==> src/rtl/id_ex_stage.sv <==
// ID/EX pipeline register of the RV32I core: captures the decoded bundle,
// interlocks load-use pairs with a one-cycle bubble and honours EX redirects.
module id_ex_stage #(
  parameter int XLEN  = 32,
  parameter int CNT_W = 16
) (
  input  logic            clk,
  input  logic            rst_n,

  input  logic            valid_d,
  input  logic            reg_write_d,
  input  logic            mem_write_d,
  input  logic            branch_d,
  input  logic            jump_d,
  input  logic            alu_src_d,
  input  logic [1:0]      result_src_d,
  input  logic [1:0]      alu_op_d,
  input  logic [1:0]      imm_src_d,
  input  logic [4:0]      rs1_d,
  input  logic [4:0]      rs2_d,
  input  logic [4:0]      rd_d,
  input  logic [XLEN-1:0] rd1_d,
  input  logic [XLEN-1:0] rd2_d,
  input  logic [XLEN-1:0] imm_ext_d,
  input  logic [XLEN-1:0] pc_d,
  input  logic [XLEN-1:0] pc_plus4_d,

  input  logic            pcsrc_e,

  output logic            valid_e,
  output logic            reg_write_e,
  output logic            mem_write_e,
  output logic            branch_e,
  output logic            jump_e,
  output logic            alu_src_e,
  output logic [1:0]      result_src_e,
  output logic [1:0]      alu_op_e,
  output logic [1:0]      imm_src_e,
  output logic [4:0]      rs1_e,
  output logic [4:0]      rs2_e,
  output logic [4:0]      rd_e,
  output logic [XLEN-1:0] rd1_e,
  output logic [XLEN-1:0] rd2_e,
  output logic [XLEN-1:0] imm_ext_e,
  output logic [XLEN-1:0] pc_e,
  output logic [XLEN-1:0] pc_plus4_e,

  output logic            stall_f,
  output logic            stall_d,
  output logic            flush_d,
  output logic [CNT_W-1:0] stall_cnt,
  output logic [CNT_W-1:0] flush_cnt
);

  typedef struct packed {
    logic            valid;
    logic            reg_write;
    logic            mem_write;
    logic            branch;
    logic            jump;
    logic            alu_src;
    logic [1:0]      result_src;
    logic [1:0]      alu_op;
    logic [1:0]      imm_src;
    logic [4:0]      rs1;
    logic [4:0]      rs2;
    logic [4:0]      rd;
    logic [XLEN-1:0] rd1;
    logic [XLEN-1:0] rd2;
    logic [XLEN-1:0] imm_ext;
    logic [XLEN-1:0] pc;
    logic [XLEN-1:0] pc_plus4;
  } ex_bundle_t;

  localparam logic [CNT_W-1:0] CNT_ONE = CNT_W'(1);

  ex_bundle_t       w_d_bundle;
  ex_bundle_t       r_e;
  logic             w_lw_hazard;
  logic             w_stall;
  logic             w_bubble;
  logic [CNT_W-1:0] r_stall_cnt;
  logic [CNT_W-1:0] r_flush_cnt;

  always_comb begin
    w_d_bundle            = '0;
    w_d_bundle.valid      = 1'b1;
    w_d_bundle.reg_write  = reg_write_d;
    w_d_bundle.mem_write  = mem_write_d;
    w_d_bundle.branch     = branch_d;
    w_d_bundle.jump       = jump_d;
    w_d_bundle.alu_src    = alu_src_d;
    w_d_bundle.result_src = result_src_d;
    w_d_bundle.alu_op     = alu_op_d;
    w_d_bundle.imm_src    = imm_src_d;
    w_d_bundle.rs1        = rs1_d;
    w_d_bundle.rs2        = rs2_d;
    w_d_bundle.rd         = rd_d;
    w_d_bundle.rd1        = rd1_d;
    w_d_bundle.rd2        = rd2_d;
    w_d_bundle.imm_ext    = imm_ext_d;
    w_d_bundle.pc         = pc_d;
    w_d_bundle.pc_plus4   = pc_plus4_d;
  end

  // A load in E (result_src 01) whose non-x0 destination feeds the D instruction.
  assign w_lw_hazard = valid_d & r_e.valid & r_e.reg_write &
                       (r_e.result_src == 2'b01) & (r_e.rd != 5'd0) &
                       ((r_e.rd == rs1_d) | (r_e.rd == rs2_d));

  // Redirect beats the interlock so the branch target is never held off.
  assign w_stall  = w_lw_hazard & ~pcsrc_e;
  assign w_bubble = pcsrc_e | w_lw_hazard | ~valid_d;

  assign stall_f = w_stall;
  assign stall_d = w_stall;
  assign flush_d = pcsrc_e;

  always_ff @(posedge clk or negedge rst_n) begin
    if (!rst_n) begin
      r_e <= '0;
    end else if (w_bubble) begin
      r_e <= '0;
    end else begin
      r_e <= w_d_bundle;
    end
  end

  always_ff @(posedge clk or negedge rst_n) begin
    if (!rst_n) begin
      r_stall_cnt <= '0;
      r_flush_cnt <= '0;
    end else begin
      if (w_stall && !(&r_stall_cnt)) begin
        r_stall_cnt <= r_stall_cnt + CNT_ONE;
      end
      if (pcsrc_e && !(&r_flush_cnt)) begin
        r_flush_cnt <= r_flush_cnt + CNT_ONE;
      end
    end
  end

  assign valid_e      = r_e.valid;
  assign reg_write_e  = r_e.reg_write;
  assign mem_write_e  = r_e.mem_write;
  assign branch_e     = r_e.branch;
  assign jump_e       = r_e.jump;
  assign alu_src_e    = r_e.alu_src;
  assign result_src_e = r_e.result_src;
  assign alu_op_e     = r_e.alu_op;
  assign imm_src_e    = r_e.imm_src;
  assign rs1_e        = r_e.rs1;
  assign rs2_e        = r_e.rs2;
  assign rd_e         = r_e.rd;
  assign rd1_e        = r_e.rd1;
  assign rd2_e        = r_e.rd2;
  assign imm_ext_e    = r_e.imm_ext;
  assign pc_e         = r_e.pc;
  assign pc_plus4_e   = r_e.pc_plus4;
  assign stall_cnt    = r_stall_cnt;
  assign flush_cnt    = r_flush_cnt;

endmodule

==> config.mk <==
export PLATFORM = sky130hd
export DESIGN_NAME = id_ex_stage
export DESIGN_NICKNAME = d
export VERILOG_FILES = /design/src/rtl/id_ex_stage.sv
export SDC_FILE = /design/constraint.sdc
export NUM_CORES = 1
export LEC_CHECK = 0
export BUFFER_PORTS_ARGS = -buffer_cell sky130_fd_sc_hd__buf_2
export CAP_MARGIN = 40
export CORE_AREA = 2 2 160 162
export DETAILED_ROUTE_END_ITERATION = 6
export DIE_AREA = 0 0 162 164
export GPL_TIMING_DRIVEN = 0
export PLACE_DENSITY = 0.7
export SYNTH_ARGS = -nofsm -noshare
export SYNTH_HDL_FRONTEND = slang
export SYNTH_SLANG_ARGS = --single-unit
==> constraint.sdc <==
create_clock -name clk -period 4.8 [get_ports clk]
set_clock_uncertainty 0.05 [all_clocks]
set_input_delay 0.72 -clock clk [delete_from_list [all_inputs] [get_ports clk]]
set_output_delay 0.72 -clock clk [all_outputs]
set_load 0.02 [all_outputs]
==> impl_metrics.toml <==
[cts]
path_clk_slew_ns = 0.07
cts_setup_buffers = 0
insertion_delay_ns = 0.51
clockBufferDepth = 3
cts-root-buf = "clkbuf_16"
holdBufCountCts = 0
clock-sinks = 219
cts_tree = "built"
cts_resized = 0
numCtsBuffers = 24
htreeDepth = 1

[die]
start_util = 0.312
dieArea_mm2 = 0.0266
die-width_um = 162
die_h_um = 164
rows = 58
core_mm2 = 0.0248
pin_count = 412

[logic_synthesis]
ys_types = 38
synth_edf_count = 0
async_flop_share = 1.00
synth-seq-cells = 219
syn_area_per_cell_um2 = 13.6
syn_inst = 569
ys.flop_type = "dfrtp_1"
syn_nets = 761
syn_area_mm2 = 0.00775
ys_seq_area_frac = 0.707
yosysWarnings = 0

[drt]
post_drt_wl_per_cell_um = 16.1
drtIter0Drc = 297
route.detailed.drc = 0
wirelength_mm = 21.9
vias_per_cell = 4.23
antenna_left = 0
first_pass_iters = 4
via_count = 5737

[pwr]
p_total_mw = 4.48
p_leak_nw = 6.25
p_per_area_mw_per_mm2 = 402
vdd_ir_drop_max_mv = 0.265

[placed_design]
post-place-ws_ns = 1.55
placed_cells = 1311
routabilityCongestion = 0.818
dp_hpwl_mm = 16.7
portBuffers = 410

[timing]
drv_slew = 0
timing.slew.headroom = 0.463
worstMarginPinSlew_ns = 0.806
fmax_ghz = 0.296
final-hold-violation-count = 0
finalSetupViolCount = 0
finalSetupTns_ns = 0
post-route-period-util = 0.704
fin_crit_ns = 3.38
finalWorstSetupSlack_ns = 1.42
rsz0062_at_grt = "no"
holdWs_ns = 0.184

[grt]
overflow = 0
grt_use_total = 0.157
antenna_found_initial = 4
grt_max_degree = 116
grt_pass1_wl_mm = 32.3
grt_pass1_vias = 5768

[job]
drv_cap = 0

[setup_path]
cp-start-kind = "flop"
setup.worst_path.start = "rd_e[4]"
criticalPathCategory = "reg -> out"
cp.required_ns = 4.03
crit_fanout = 10
reg2reg_from = "rd_e[1]"
arrival_ns = 2.61
crit_path_end_kind = "output port"

[cells_and_area]
final_cells = 1356
num-nets-final = 1199
area_growth_pct = 43.8
drive_gt1_frac = 0.468

[status]
status = "finished, final reports clean"

[min_path]
hold_class = "in -> async"
routing by layer:
layer	global-route usage	part of all wire	vias up
met4	0.0499	0.024	2
met1	0.182	0.38	2740
met2	0.280	0.51	269
met5	0	0.00059	-
met3	0.0477	0.089	46
li1	-	-	2680
where the power goes:
part	leakage [nW]	switching [mW]	internal [mW]
sequential	2.95	0.0498	1.93
combinational	2.87	0.284	0.187
clock	0.428	0.758	1.27
per-stage QoR:
stage          utilization  instance area [um^2]
2_1_floorplan            -                  7750
3_3_place_gp         0.412                 10200
3_5_place_dp         0.414                 10300
4_1_cts              0.449                 11100
5_1_grt              0.449                 11100
6_report             0.449                 11200
layout by cell type (no fill, tap or decap), drive strengths merged, types with 3 or more instances in the layout:
master and n:
nor2 4, a21oi 3, nand3b 3, bufinv 5
clkbuf 50, buf 418, dfrtp 219, nand4 8
and2 188, inv 4, nor3 4, and4 4
clkinv 5, xor2 6, and3 5, xnor2 33
nand3 23, nor4 4, nand2 18
registers in the layout, indices dropped and copies added (netlist names):
name / cells
stall_cnt: 16
rs1_e: 5
valid_e: 1
pc_e: 32
mem_write_e: 1
jump_e: 1
pc_plus4_e: 32
rd1_e: 32
rs2_e: 5
reg_write_e: 1
flush_cnt: 16
rd2_e: 32
branch_e: 1
result_src_e: 2
alu_src_e: 1
alu_op_e: 2
imm_src_e: 2
imm_ext_e: 32
rd_e: 5
critical path: stages (launching register included):
cell and delay, ns:
dfrtp_1 0.47, xnor2_1 0.21, nand3_1 0.19, o22ai_4 0.38
buf_2 0.29, nor2b_1 0.26, buf_4 0.15, buf_2 0.15
cells by family after synthesis:
group                      after synthesis  synth area share
muxes                                    1           0.00145
AOI/OAI and AO/OA                       10            0.0119
xor gates and xnor gates                39            0.0441
buffers and inverters                   28            0.0173
and+or+nand+nor                        270             0.215
DFF                                    219             0.707
adders and majority gates                2           0.00323
path summary, 6_finish.rpt:
path,depth (start not counted),slack [ns],to
setup / recovery,7,1.42,stall_f
hold / removal,1,0.18,stall_cnt[7]
setup reg to reg,7,2.34,imm_ext_e[12]
hold reg to reg,1,0.45,flush_cnt[10]
max in group asynchronous,2,3.47,rd2_e[10]
min in group clk,2,0.36,imm_ext_e[20]
synth_stat cells, types with 2 or more instances:
library cell / number / area [um^2]
a21oi_1: 2 / 10.0
and2_1: 187 / 1170
and3_1: 5 / 31.3
and4_1: 4 / 35.0
buf_2: 4 / 20.0
buf_4: 2 / 15.0
clkbuf_1: 6 / 22.5
clkbuf_2: 13 / 65.1
dfrtp_1: 219 / 5480
ha_1: 2 / 25.0
inv_1: 3 / 11.3
nand2_1: 18 / 67.6
nand2b_1: 2 / 12.5
nand3_1: 23 / 115
nand3b_1: 3 / 22.5
nand4_1: 8 / 50.1
nor2_1: 4 / 15.0
nor2b_1: 2 / 12.5
nor3_1: 3 / 15.0
nor4_1: 3 / 18.8
nor4b_4: 2 / 47.6
xnor2_1: 33 / 289
xor2_1: 6 / 52.6
layout make-up:
class                      count  area (um^2)
antenna                        1         2.50
buffer                        25          123
clock buffer                  31          678
clock inverter                13          203
fill                        2348        13700
inverter                       3         11.3
multi-input combinational    322         2140
sequential                   219         5480
tap                          330          413
timing repair buffer         412         2100
Power figures use the tool's default switching activity.
